**src/rtl/exec_pkg.sv**
```systemverilog
// ---------------------------------------------------------------------------
// exec_pkg
// Shared encodings for the execute stage: ALU opcodes, operand-select codes,
// condition-code bit positions and the multiplier sequencer states.
// ---------------------------------------------------------------------------
package exec_pkg;

  // ALU opcodes. Any code not listed here executes as NOP.
  typedef enum logic [4:0] {
    OP_NOP  = 5'd0,
    OP_ADD  = 5'd1,
    OP_SUB  = 5'd2,
    OP_AND  = 5'd3,
    OP_OR   = 5'd4,
    OP_NOT  = 5'd5,
    OP_INC  = 5'd6,
    OP_DEC  = 5'd7,
    OP_SHL  = 5'd8,
    OP_SHR  = 5'd9,
    OP_MOV  = 5'd10,
    OP_SETC = 5'd11,
    OP_CLRC = 5'd12,
    OP_MUL  = 5'd13
  } alu_op_e;

  // Forwarding mux selects (code 3 behaves as FWD_NONE).
  localparam logic [1:0] FWD_NONE   = 2'd0;
  localparam logic [1:0] FWD_EX_MEM = 2'd1;
  localparam logic [1:0] FWD_MEM_WB = 2'd2;

  // Second-operand source selects (code 3 behaves as SRC_REG).
  localparam logic [1:0] SRC_REG   = 2'd0;
  localparam logic [1:0] SRC_IMM   = 2'd1;
  localparam logic [1:0] SRC_SHAMT = 2'd2;

  // Condition-code register bit positions: ccr = {C, N, Z}.
  localparam int CCR_Z = 0;
  localparam int CCR_N = 1;
  localparam int CCR_C = 2;

  // Multiplier sequencer states.
  typedef enum logic [1:0] {
    MUL_IDLE = 2'd0,
    MUL_BUSY = 2'd1,
    MUL_DONE = 2'd2
  } mul_state_e;

endpackage

```
**src/rtl/exec_stage_mc_mul.sv**
```systemverilog
// ---------------------------------------------------------------------------
// mul_iter
// Iterative unsigned shift-add multiplier, one partial-product step per clock.
// Ports:
//   clk, rst          clock, synchronous active-low reset
//   start             load operands and begin (honoured in IDLE only)
//   abort             drop an in-progress multiply, return to IDLE
//   mcand_in/mplier_in operands (DATA_W bits each)
//   busy              stepping in progress
//   done              one-cycle completion state
//   last              current BUSY cycle performs the final step
//   step_product      accumulator value after this cycle's step; equals the
//                     full 2*DATA_W product while 'last' is high
// ---------------------------------------------------------------------------
module mul_iter
  import exec_pkg::*;
#(
  parameter int DATA_W = 16
) (
  input  logic                  clk,
  input  logic                  rst,
  input  logic                  start,
  input  logic                  abort,
  input  logic [DATA_W-1:0]     mcand_in,
  input  logic [DATA_W-1:0]     mplier_in,
  output logic                  busy,
  output logic                  done,
  output logic                  last,
  output logic [2*DATA_W-1:0]   step_product
);

  localparam int CNT_W = $clog2(DATA_W + 1);

  mul_state_e        state;
  mul_state_e        state_next;
  logic [CNT_W-1:0]  count;
  logic [DATA_W-1:0] mcand;
  logic [DATA_W-1:0] acc_hi;
  logic [DATA_W-1:0] acc_lo;
  logic [DATA_W:0]   sum;

  // Sequencer state register.
  always_ff @(posedge clk) begin
    if (!rst) begin
      state <= MUL_IDLE;
    end else begin
      state <= state_next;
    end
  end

  // Sequencer next-state logic; abort wins over the final-step transition.
  always_comb begin
    state_next = state;
    case (state)
      MUL_IDLE: begin
        if (start) begin
          state_next = MUL_BUSY;
        end else begin
          state_next = MUL_IDLE;
        end
      end
      MUL_BUSY: begin
        if (abort) begin
          state_next = MUL_IDLE;
        end else if (count == CNT_W'(1)) begin
          state_next = MUL_DONE;
        end else begin
          state_next = MUL_BUSY;
        end
      end
      MUL_DONE: state_next = MUL_IDLE;
      default:  state_next = MUL_IDLE;
    endcase
  end

  // Sequencer status outputs.
  always_comb begin
    busy = (state == MUL_BUSY);
    done = (state == MUL_DONE);
    last = (state == MUL_BUSY) && (count == CNT_W'(1));
  end

  // One shift-add step: the multiplier occupies the low half and retires one
  // bit per step while the partial sum grows into the high half.
  always_comb begin
    if (acc_lo[0]) begin
      sum = {1'b0, acc_hi} + {1'b0, mcand};
    end else begin
      sum = {1'b0, acc_hi};
    end
    step_product = {sum, acc_lo[DATA_W-1:1]};
  end

  // Operand latch, accumulator and step counter.
  always_ff @(posedge clk) begin
    if (!rst) begin
      mcand  <= '0;
      acc_hi <= '0;
      acc_lo <= '0;
      count  <= '0;
    end else if ((state == MUL_IDLE) && start) begin
      mcand  <= mcand_in;
      acc_hi <= '0;
      acc_lo <= mplier_in;
      count  <= CNT_W'(DATA_W);
    end else if (state == MUL_BUSY) begin
      {acc_hi, acc_lo} <= step_product;
      count            <= count - CNT_W'(1);
    end else begin
      mcand  <= mcand;
      acc_hi <= acc_hi;
      acc_lo <= acc_lo;
      count  <= count;
    end
  end

endmodule

```
**src/rtl/exec_stage_mc.sv**
```systemverilog
// ---------------------------------------------------------------------------
// exec_stage_mc
// Execute stage: operand selection (IN port, forwarding, immediate/shamt),
// single-cycle ALU, iterative multiply with upstream stall, condition-code
// register and the EX/MEM output registers.
// Ports:
//   clk, rst                  clock, synchronous active-low reset
//   in_valid, flush           instruction present / kill (branch taken)
//   op1, op2                  register-file operands
//   inport, immediate, shamt  alternative operand sources
//   alu_op, alu_src, in_sel   opcode and operand selects
//   branch                    mem_addr source (1: op1, 0: op2)
//   ex_mem_fwd, mem_wb_fwd    forwarded values
//   fwd1_sel, fwd2_sel        forwarding selects
//   stall                     upstream must hold (combinational)
//   out_valid, result, result_hi, mem_addr, ccr   registered EX/MEM outputs
// ---------------------------------------------------------------------------
module exec_stage_mc
  import exec_pkg::*;
#(
  parameter int DATA_W = 16,
  parameter int OP_W   = 5,
  parameter int FWD_EN = 1
) (
  input  logic              clk,
  input  logic              rst,
  input  logic              in_valid,
  input  logic              flush,
  input  logic [DATA_W-1:0] op1,
  input  logic [DATA_W-1:0] op2,
  input  logic [DATA_W-1:0] inport,
  input  logic [DATA_W-1:0] immediate,
  input  logic [DATA_W-1:0] shamt,
  input  logic [OP_W-1:0]   alu_op,
  input  logic [1:0]        alu_src,
  input  logic              in_sel,
  input  logic              branch,
  input  logic [DATA_W-1:0] ex_mem_fwd,
  input  logic [DATA_W-1:0] mem_wb_fwd,
  input  logic [1:0]        fwd1_sel,
  input  logic [1:0]        fwd2_sel,
  output logic              stall,
  output logic              out_valid,
  output logic [DATA_W-1:0] result,
  output logic [DATA_W-1:0] result_hi,
  output logic [DATA_W-1:0] mem_addr,
  output logic [2:0]        ccr
);

  localparam int SH_W = $clog2(DATA_W);
  localparam logic [DATA_W-1:0] ONE  = {{(DATA_W-1){1'b0}}, 1'b1};
  localparam logic [DATA_W:0]   ONEW = {{DATA_W{1'b0}}, 1'b1};

  logic [DATA_W-1:0]   a_in;
  logic [DATA_W-1:0]   a;
  logic [DATA_W-1:0]   b_reg;
  logic [DATA_W-1:0]   b;
  logic [SH_W-1:0]     sh;
  logic [DATA_W:0]     wide;
  logic [DATA_W-1:0]   alu_res;
  logic                alu_c;
  logic                upd_zn;
  logic                upd_c;
  logic [2:0]          ccr_next;
  logic                is_mul;
  logic                accept;
  logic                mul_start;
  logic                mul_finish;
  logic                mul_busy;
  logic                mul_done;
  logic                mul_last;
  logic [2*DATA_W-1:0] mul_product;

  // Operand selection: IN port then forwarding for a; forwarding then source mux for b.
  always_comb begin
    a_in  = in_sel ? inport : op1;
    a     = a_in;
    b_reg = op2;
    if (FWD_EN != 0) begin
      case (fwd1_sel)
        FWD_NONE:   a = a_in;
        FWD_EX_MEM: a = ex_mem_fwd;
        FWD_MEM_WB: a = mem_wb_fwd;
        default:    a = a_in;
      endcase
      case (fwd2_sel)
        FWD_NONE:   b_reg = op2;
        FWD_EX_MEM: b_reg = ex_mem_fwd;
        FWD_MEM_WB: b_reg = mem_wb_fwd;
        default:    b_reg = op2;
      endcase
    end else begin
      a     = a_in;
      b_reg = op2;
    end
    case (alu_src)
      SRC_REG:   b = b_reg;
      SRC_IMM:   b = immediate;
      SRC_SHAMT: b = shamt;
      default:   b = b_reg;
    endcase
    sh = b[SH_W-1:0];
  end

  // Single-cycle ALU. Shifts go through a DATA_W+1 wide copy so the bit
  // shifted out lands in the extra position and becomes the carry.
  // MOV passes operand a so an IN-port read can be moved through unchanged.
  always_comb begin
    alu_res = '0;
    alu_c   = ccr[CCR_C];
    upd_zn  = 1'b0;
    upd_c   = 1'b0;
    wide    = '0;
    case (alu_op)
      OP_W'(OP_ADD): begin
        wide    = {1'b0, a} + {1'b0, b};
        alu_res = wide[DATA_W-1:0];
        alu_c   = wide[DATA_W];
        upd_zn  = 1'b1;
        upd_c   = 1'b1;
      end
      OP_W'(OP_SUB): begin
        alu_res = a - b;
        alu_c   = (a < b);
        upd_zn  = 1'b1;
        upd_c   = 1'b1;
      end
      OP_W'(OP_AND): begin
        alu_res = a & b;
        upd_zn  = 1'b1;
      end
      OP_W'(OP_OR): begin
        alu_res = a | b;
        upd_zn  = 1'b1;
      end
      OP_W'(OP_NOT): begin
        alu_res = ~a;
        upd_zn  = 1'b1;
      end
      OP_W'(OP_INC): begin
        wide    = {1'b0, a} + ONEW;
        alu_res = wide[DATA_W-1:0];
        alu_c   = wide[DATA_W];
        upd_zn  = 1'b1;
        upd_c   = 1'b1;
      end
      OP_W'(OP_DEC): begin
        alu_res = a - ONE;
        alu_c   = (a == '0);
        upd_zn  = 1'b1;
        upd_c   = 1'b1;
      end
      OP_W'(OP_SHL): begin
        wide    = {1'b0, a} << sh;
        alu_res = wide[DATA_W-1:0];
        alu_c   = wide[DATA_W];
        upd_zn  = 1'b1;
        upd_c   = (sh != '0);
      end
      OP_W'(OP_SHR): begin
        wide    = {a, 1'b0} >> sh;
        alu_res = wide[DATA_W:1];
        alu_c   = wide[0];
        upd_zn  = 1'b1;
        upd_c   = (sh != '0);
      end
      OP_W'(OP_MOV): begin
        alu_res = a;
      end
      OP_W'(OP_SETC): begin
        alu_c = 1'b1;
        upd_c = 1'b1;
      end
      OP_W'(OP_CLRC): begin
        alu_c = 1'b0;
        upd_c = 1'b1;
      end
      default: begin
        alu_res = '0;
      end
    endcase
  end

  // Next condition codes for a single-cycle op; untouched bits keep their value.
  always_comb begin
    ccr_next = ccr;
    if (upd_zn) begin
      ccr_next[CCR_Z] = (alu_res == '0);
      ccr_next[CCR_N] = alu_res[DATA_W-1];
    end else begin
      ccr_next[CCR_Z] = ccr[CCR_Z];
      ccr_next[CCR_N] = ccr[CCR_N];
    end
    if (upd_c) begin
      ccr_next[CCR_C] = alu_c;
    end else begin
      ccr_next[CCR_C] = ccr[CCR_C];
    end
  end

  // Issue control: accept only when the multiplier is idle; stall covers the
  // MUL accept cycle and every stepping cycle.
  always_comb begin
    is_mul     = (alu_op == OP_W'(OP_MUL));
    accept     = in_valid && !flush && !mul_busy && !mul_done;
    mul_start  = accept && is_mul;
    mul_finish = mul_last && !flush;
    stall      = mul_start || mul_busy;
  end

  mul_iter #(
    .DATA_W (DATA_W)
  ) u_mul (
    .clk          (clk),
    .rst          (rst),
    .start        (mul_start),
    .abort        (flush),
    .mcand_in     (a),
    .mplier_in    (b),
    .busy         (mul_busy),
    .done         (mul_done),
    .last         (mul_last),
    .step_product (mul_product)
  );

  // EX/MEM output registers. The multiply result is captured on the final
  // step so it is presented during the DONE cycle.
  always_ff @(posedge clk) begin
    if (!rst) begin
      out_valid <= 1'b0;
      result    <= '0;
      result_hi <= '0;
      mem_addr  <= '0;
      ccr       <= 3'b000;
    end else begin
      if (accept) begin
        mem_addr <= branch ? op1 : op2;
      end else begin
        mem_addr <= mem_addr;
      end
      if (mul_finish) begin
        out_valid    <= 1'b1;
        result       <= mul_product[DATA_W-1:0];
        result_hi    <= mul_product[2*DATA_W-1:DATA_W];
        ccr[CCR_Z]   <= (mul_product == '0);
        ccr[CCR_N]   <= mul_product[2*DATA_W-1];
        ccr[CCR_C]   <= (mul_product[2*DATA_W-1:DATA_W] != '0);
      end else if (accept && !is_mul) begin
        out_valid <= 1'b1;
        result    <= alu_res;
        result_hi <= '0;
        ccr       <= ccr_next;
      end else begin
        out_valid <= 1'b0;
        result    <= result;
        result_hi <= result_hi;
        ccr       <= ccr;
      end
    end
  end

endmodule

```
**config.mk**
```make
export PLATFORM = sky130hd
export DESIGN_NAME = exec_stage_mc
export DESIGN_NICKNAME = d
export VERILOG_FILES = /design/src/rtl/exec_pkg.sv /design/src/rtl/exec_stage_mc_mul.sv /design/src/rtl/exec_stage_mc.sv
export SDC_FILE = /design/constraint.sdc
export NUM_CORES = 1
export LEC_CHECK = 0
export BUFFER_PORTS_ARGS = -buffer_cell sky130_fd_sc_hd__buf_2
export CORE_ASPECT_RATIO = 1.2
export CORE_UTILIZATION = 50
export CTS_CLUSTER_SIZE = 25
export DETAILED_ROUTE_END_ITERATION = 10
export HOLD_SLACK_MARGIN = 0.05
export PLACE_DENSITY = 0.72
export SETUP_SLACK_MARGIN = 0.5
export SLEW_MARGIN = 40
export SYNTH_ARGS = -nofsm -noshare
export SYNTH_HDL_FRONTEND = slang
export SYNTH_SLANG_ARGS = --single-unit
```
**constraint.sdc**
```tcl
create_clock -name clk -period 7 [get_ports clk]
set_input_delay 0.7 -clock clk [delete_from_list [all_inputs] [get_ports clk]]
set_output_delay 0.7 -clock clk [all_outputs]
set_load 0.02 [all_outputs]
```
After elaboration in Yosys (flattened, before gate mapping)

Cells that the tools add are included.

$add $sub $neg: 6
$lt $le $gt $ge: 1
Equality and inequality tests: 22
Shifts and indexed selects: 2
Mux-type cells: 28
Bitwise gates (word level): 4
Reduce and logical (&&, ||, !) cells: 30

Operators with widths:

| operator                | count |
|---|---|
| $pmux W16 S10           | 1 |
| $mux W16                | 8 |
| $pmux W16 S2            | 3 |
| $add A16 B16 Y17        | 2 |
| $logic_not A16 Y1       | 2 |
| $logic_not A32 Y1       | 1 |
| $eq A5 B4 Y1 const B    | 6 |
| $eq A5 B3 Y1 const B    | 4 |
| $add A16 B1 Y17 const B | 1 |
| $mux W17                | 1 |
| $shl A16 B4 Y17         | 1 |
| $shr A17 B4 Y17         | 1 |
| $and A16 B16 Y16        | 1 |
| $lt A16 B16 Y1          | 1 |
| $not A16 Y16            | 1 |
| $or A16 B16 Y16         | 1 |
| $reduce_bool A16 Y1     | 1 |
| $sub A16 B1 Y16 const B | 1 |
| $sub A16 B16 Y16        | 1 |
| $eq A5 B1 Y1 const B    | 2 |
| $eq A5 B2 Y1 const B    | 2 |
| $mux W5                 | 2 |
| $reduce_bool A9 Y1      | 1 |
| $reduce_or A9 Y1        | 1 |
| other kinds (20)        | 47 |

Bits in registers: 107
Input bits: 129
Output and inout port bits: 53
Word-level logic and storage cells: 105

Logic depth before layout (Yosys ltp)

Depth in word-level cells: 9
Depth in mapped cells: 24
Mapped depth without buffers: 19

Cells and area by module

A second synthesis with hierarchy kept.

Cells, all modules: 1712
Area total of the unflattened synthesis: 12199.2 µm²

By module, submodules not included:

| module        | times used | cells each | area each (µm²) | sequential area each (µm²) |
|---|---|---|---|---|
| exec_stage_mc | 1          | 1296       | 8901.0          | 1041.0 |
| mul_iter      | 1          | 416        | 3298.2          | 1101.1 |

Least setup slack after synthesis

Ideal clock, no wire load.

Kind: input to register
Start: input alu_src[0]
End: register ccr[0]
Library setup time: 0.084 ns
Data arrival time: 5.153 ns
Required time: 6.916 ns
Slack: 1.763 ns
Cell stages on the path: 24
Buffers on the path: 5
Cells stage by stage: inv_1 ha_1 buf_2 nor2b_1 and3_1 nand2b_1 buf_2 inv_2 buf_2 clkbuf_1 buf_4 ha_1 a21o_1 and2_1 nand4_1 o211ai_1 a31oi_2 o41ai_2 a311o_1 a211oi_1 o221a_2 nand4_1 or4_1 o31ai_2

Word-level cells in the longest chain between the ends: 8
Elaborated cells between the ends (all ways): 14
Classes of those cells: add/sub (2); eq/ne (2); shift (2); mux (5); bitwise (2); reduce/logical (1)

RTL lines:

| item                                                | RTL line             | source |
|---|---|---|
| from (decl)                                         | exec_stage_mc.sv:35  | `input logic [1:0] alu_src,` |
| $eq A2 B2 Y1 / $eq A2 B1 Y1 (equally long branches) | exec_stage_mc.sv:96  | `case (alu_src)` |
| $pmux W16 S2 *                                      | exec_stage_mc.sv:96  |  |
| $sub A16 B16 Y16, or another cell as far along      | exec_stage_mc.sv:123 | `alu_res = a - b;` |
| $pmux W16 S10 *                                     | exec_stage_mc.sv:114 | `case (alu_op)` |
| $logic_not A16 Y1 *                                 | exec_stage_mc.sv:188 | `ccr_next[CCR_Z] = (alu_res == '0);` |
| $mux W2 *                                           | exec_stage_mc.sv:187 | `if (upd_zn) begin` |
| $mux W3 *                                           | exec_stage_mc.sv:248 | `end else if (accept && !is_mul) begin` |
| $mux W3 *                                           | exec_stage_mc.sv:241 | `if (mul_finish) begin` |
| to (signal, indexed assignment)                     | exec_stage_mc.sv:245 | `ccr[CCR_Z] <= (mul_product == '0);` |
| to (signal, indexed assignment)                     | exec_stage_mc.sv:247 | `ccr[CCR_C] <= (mul_product[2*DATA_W-1:DATA_W] != '0);` |
| to (signal assigned)                                | exec_stage_mc.sv:252 | `ccr <= ccr_next;` |
| to (decl)                                           | exec_stage_mc.sv:47  | `output logic [2:0] ccr` |

Mark *: on every way between the ends. The rest lies on a longest branch, timed or not. The select of a mux whose other input is x is not followed.
A chain may end at the register's enable or synchronous reset.

Final worst setup path

Start: input fwd1_sel[0]
End: register ccr[0]

Word-level cells in the longest chain between the ends: 8
Elaborated cells between the ends (all ways): 17
Classes of those cells: add/sub (4); eq/ne (2); shift (2); mux (5); bitwise (3); reduce/logical (1)

RTL lines:

| item                                                | RTL line             | source |
|---|---|---|
| from (decl)                                         | exec_stage_mc.sv:40  | `input logic [1:0] fwd1_sel,` |
| $eq A2 B2 Y1 / $eq A2 B1 Y1 (equally long branches) | exec_stage_mc.sv:80  | `case (fwd1_sel)` |
| $pmux W16 S2 *                                      | exec_stage_mc.sv:80  |  |
| $sub A16 B1 Y16, or another cell as far along       | exec_stage_mc.sv:148 | `alu_res = a - ONE;` |
| $pmux W16 S10 *                                     | exec_stage_mc.sv:114 |  |
| $logic_not A16 Y1 *                                 | exec_stage_mc.sv:188 |  |
| $mux W2 *                                           | exec_stage_mc.sv:187 |  |
| $mux W3 *                                           | exec_stage_mc.sv:248 |  |
| $mux W3 *                                           | exec_stage_mc.sv:241 |  |

Marked as above.

==> reports/results.ini <==
[die]
start_util_pct=51.4
core-area_sq_um=22700
dieHeight_microns=169
die_area_sq_um=23900
fp.dieW_microns=141
fp-row-count=60
io_pins=182

[placement]
place_hpwl_microns=39000
io_buffers=181
gp_congestion=1.05

[clocking]
post_cts_buffers=0
hold_buffers=0
clkSinkCount=107
clk_latency_ns=0.37
root_buffer=clkbuf_16
cts_resized=0
clk_pin_slew_ns=0.09
numCtsBuffers=9
cts_max_level=3
cts_tree=built
cts_buffer_depth=2

[synthesis]
synth-main-ff-cell=dfxtp_1
syn_nets=1855
syn_inst=1649
synth.top_cell.area_share_pct=18.4
async_flop_share_pct=0
synth.yosys.seq_area_share_pct=18.4
synth-edff-count=0
synth_common_cells=nand2_1 (246), nor2_1 (129), a21oi_1 (109), dfxtp_1 (107), o21ai_0 (105)
yosys_warnings=0
syn_area_sq_um=11600
yosysMostFrequentCell=nand2_1
synth.ff_latch_count=107
synth_top_area_cell=dfxtp_1
yosysUniqueCellTypes=94
synth.top_cells.by_area=dfxtp_1 (18%), ha_1 (8.1%), nand2_1 (7.9%)
postSynthAreaPerCell_sq_um=7.06

[detailed_routing]
ant_nets=0
route.detailed.drc=0
routed_wirelength_microns=49900
wl_per_cell_microns=24.1
vias_per_cell=6.63
drt_iter0_drc=1455
wl_met1_microns=19300
dr.max_layer_used=met4
drt_first_pass_iters=6
met3_length_microns=4200
wl_met2_microns=23200
vias=13732

[timing]
rsz0062_at_grt=false
setup_violations=0
hold_viol=0
relSlewSlack_pct=38.3
maxSlewViolCount=0
finalSetupTns_ns=0
clock.fmax_mhz=181
timing.hold.ws_ns=0.448
period_needed_ns=5.51
min_period_over_period_pct=78.8
worst_pin_slew_ns=0.900
clock_skew_ns=0.0137

[grt]
grt_pass1_vias=12856
grt_max_degree=78
antenna_found_initial=0
grt_remaining_overflow=0
grt_pass1_wl_microns=75700
track_usage_pct=41.5

[final_layout]
drive_gt1_share_pct=16.9
final_util_pct=57.6
ff_latch_area_sq_um=2140
multiInputGateArea_sq_um=8760
area_growth_pct=12.2
fillers=2268
diodes=0
final_nets=1962

[critical_path]
crit_path_end_kind=register
required_ns=7.29
arrival_ns=5.80
worstRegToRegCells=14
path_class=input pin to register
cp-start-kind=input pin
critPathMaxFanout=23

[pwr]
p_leak_uw=0.00563
p_per_area_nw_per_um2=182
irDropWorstVdd_uv=126

[worst_hold_path]
holdPathStages=2
hp-class=register to register

[run]
max-cap-violations=0

[outcome]
status=complete, no violations

[final cells by class]
cell class | count | share of cell area [%]
Inverter | 69 | 2.00
Multi-Input combinational cell | 1352 | 67.1
Clock buffer | 9 | 1.72
Clock inverter | 7 | 0.757
Sequential cell | 107 | 16.4
Tap cell | 310 | 2.97
Timing Repair Buffer | 217 | 9.06
[cells in the final DEF, fill, tap and decap left out, types with 11 or more instances in the layout]
cell and n:
o211a_1 17, nor2b_1 17, o211ai_1 32, o21ai_0 105
nand4_1 15, o21ai_1 11, nand2_1 246, buf_2 181
nor3_1 36, inv_2 13, nand2b_1 16, mux2i_1 58
and3_1 16, a22oi_1 41, inv_1 54, a21o_1 21
a211oi_1 35, ha_1 75, a21oi_1 108, nor4_1 13
a31oi_1 15, buf_4 35, nand3_1 65, nor2_1 127
dfxtp_1 107, o21a_1 14, a221oi_1 25, a21boi_0 27
xnor2_1 25
[flip-flops by register name, summed over array words and instances, names as in the netlist]
name / count
result: 16
out_valid: 1
ccr: 3
u_mul.mcand: 16
result_hi: 16
u_mul.acc_lo: 16
u_mul.acc_hi: 16
mem_addr: 16
u_mul.count: 5
u_mul.state: 2
[per-stage QoR]
| stage | setup slack, ns | cells | cell area, sq um | total power, uW |
|---|---|---|---|---|
| 2_1_floorplan | 1.76 | 1649 | 11600 | 1420 |
| 3_3_place_gp | 1.29 | 2054 | 12700 | 1790 |
| 3_5_place_dp | 1.20 | 2055 | 12700 | 1790 |
| 4_1_cts | 1.55 | 2071 | 13100 | 2330 |
| 5_1_grt | 1.17 | 2071 | 13100 | 2470 |
| 6_report | 1.49 | 2071 | 13100 | 2370 |
[power by group]
| group | switching, uW | internal [uW] | total [uW] |
|---|---|---|---|
| clock | 286 | 262 | 548 |
| sequential | 10.4 | 624 | 634 |
| combinational | 793 | 396 | 1190 |
| total | 1090 | 1280 | 2370 |
[cells by family after synthesis]
group	synth area share (%)
adder cells (fa/ha/maj)	8.50
buffers and inverters	6.85
AND/OR/NAND/NOR	24.9
flip-flops	18.4
multiplexers	6.37
XOR/XNOR	2.22
AO/OA/AOI/OAI	32.8
[final timing paths]
check | from | to | slack [ns]
worst max register to register | u_mul.count[1] | ccr[0] | 2.81
worst min-delay path | result_hi[11] | result_hi[11] | 0.45
worst min register to register | result_hi[11] | result_hi[11] | 0.45
worst max-delay path | fwd1_sel[0] | ccr[0] | 1.49
[critical path, cell delays in order]
cell and delay (ns):
buf_2 0.09, inv_1 0.04, ha_1 0.59, a221oi_1 0.59, a31o_2 0.43, inv_2 0.20
ha_1 0.36, or4_1 0.63, a311o_1 0.32, a221oi_1 0.35, a32o_1 0.21, nand4_1 0.18
nor4_1 0.31, nand4_1 0.12, or4_1 0.46, o31ai_2 0.21
[per-layer routing]
layer	global-route usage [%]	vias up
met5	0	-
met4	25.9	0
met3	5.81	200
met2	69.0	820
met1	50.4	6433
li1	-	6279
(Power assumes the default switching activity.)
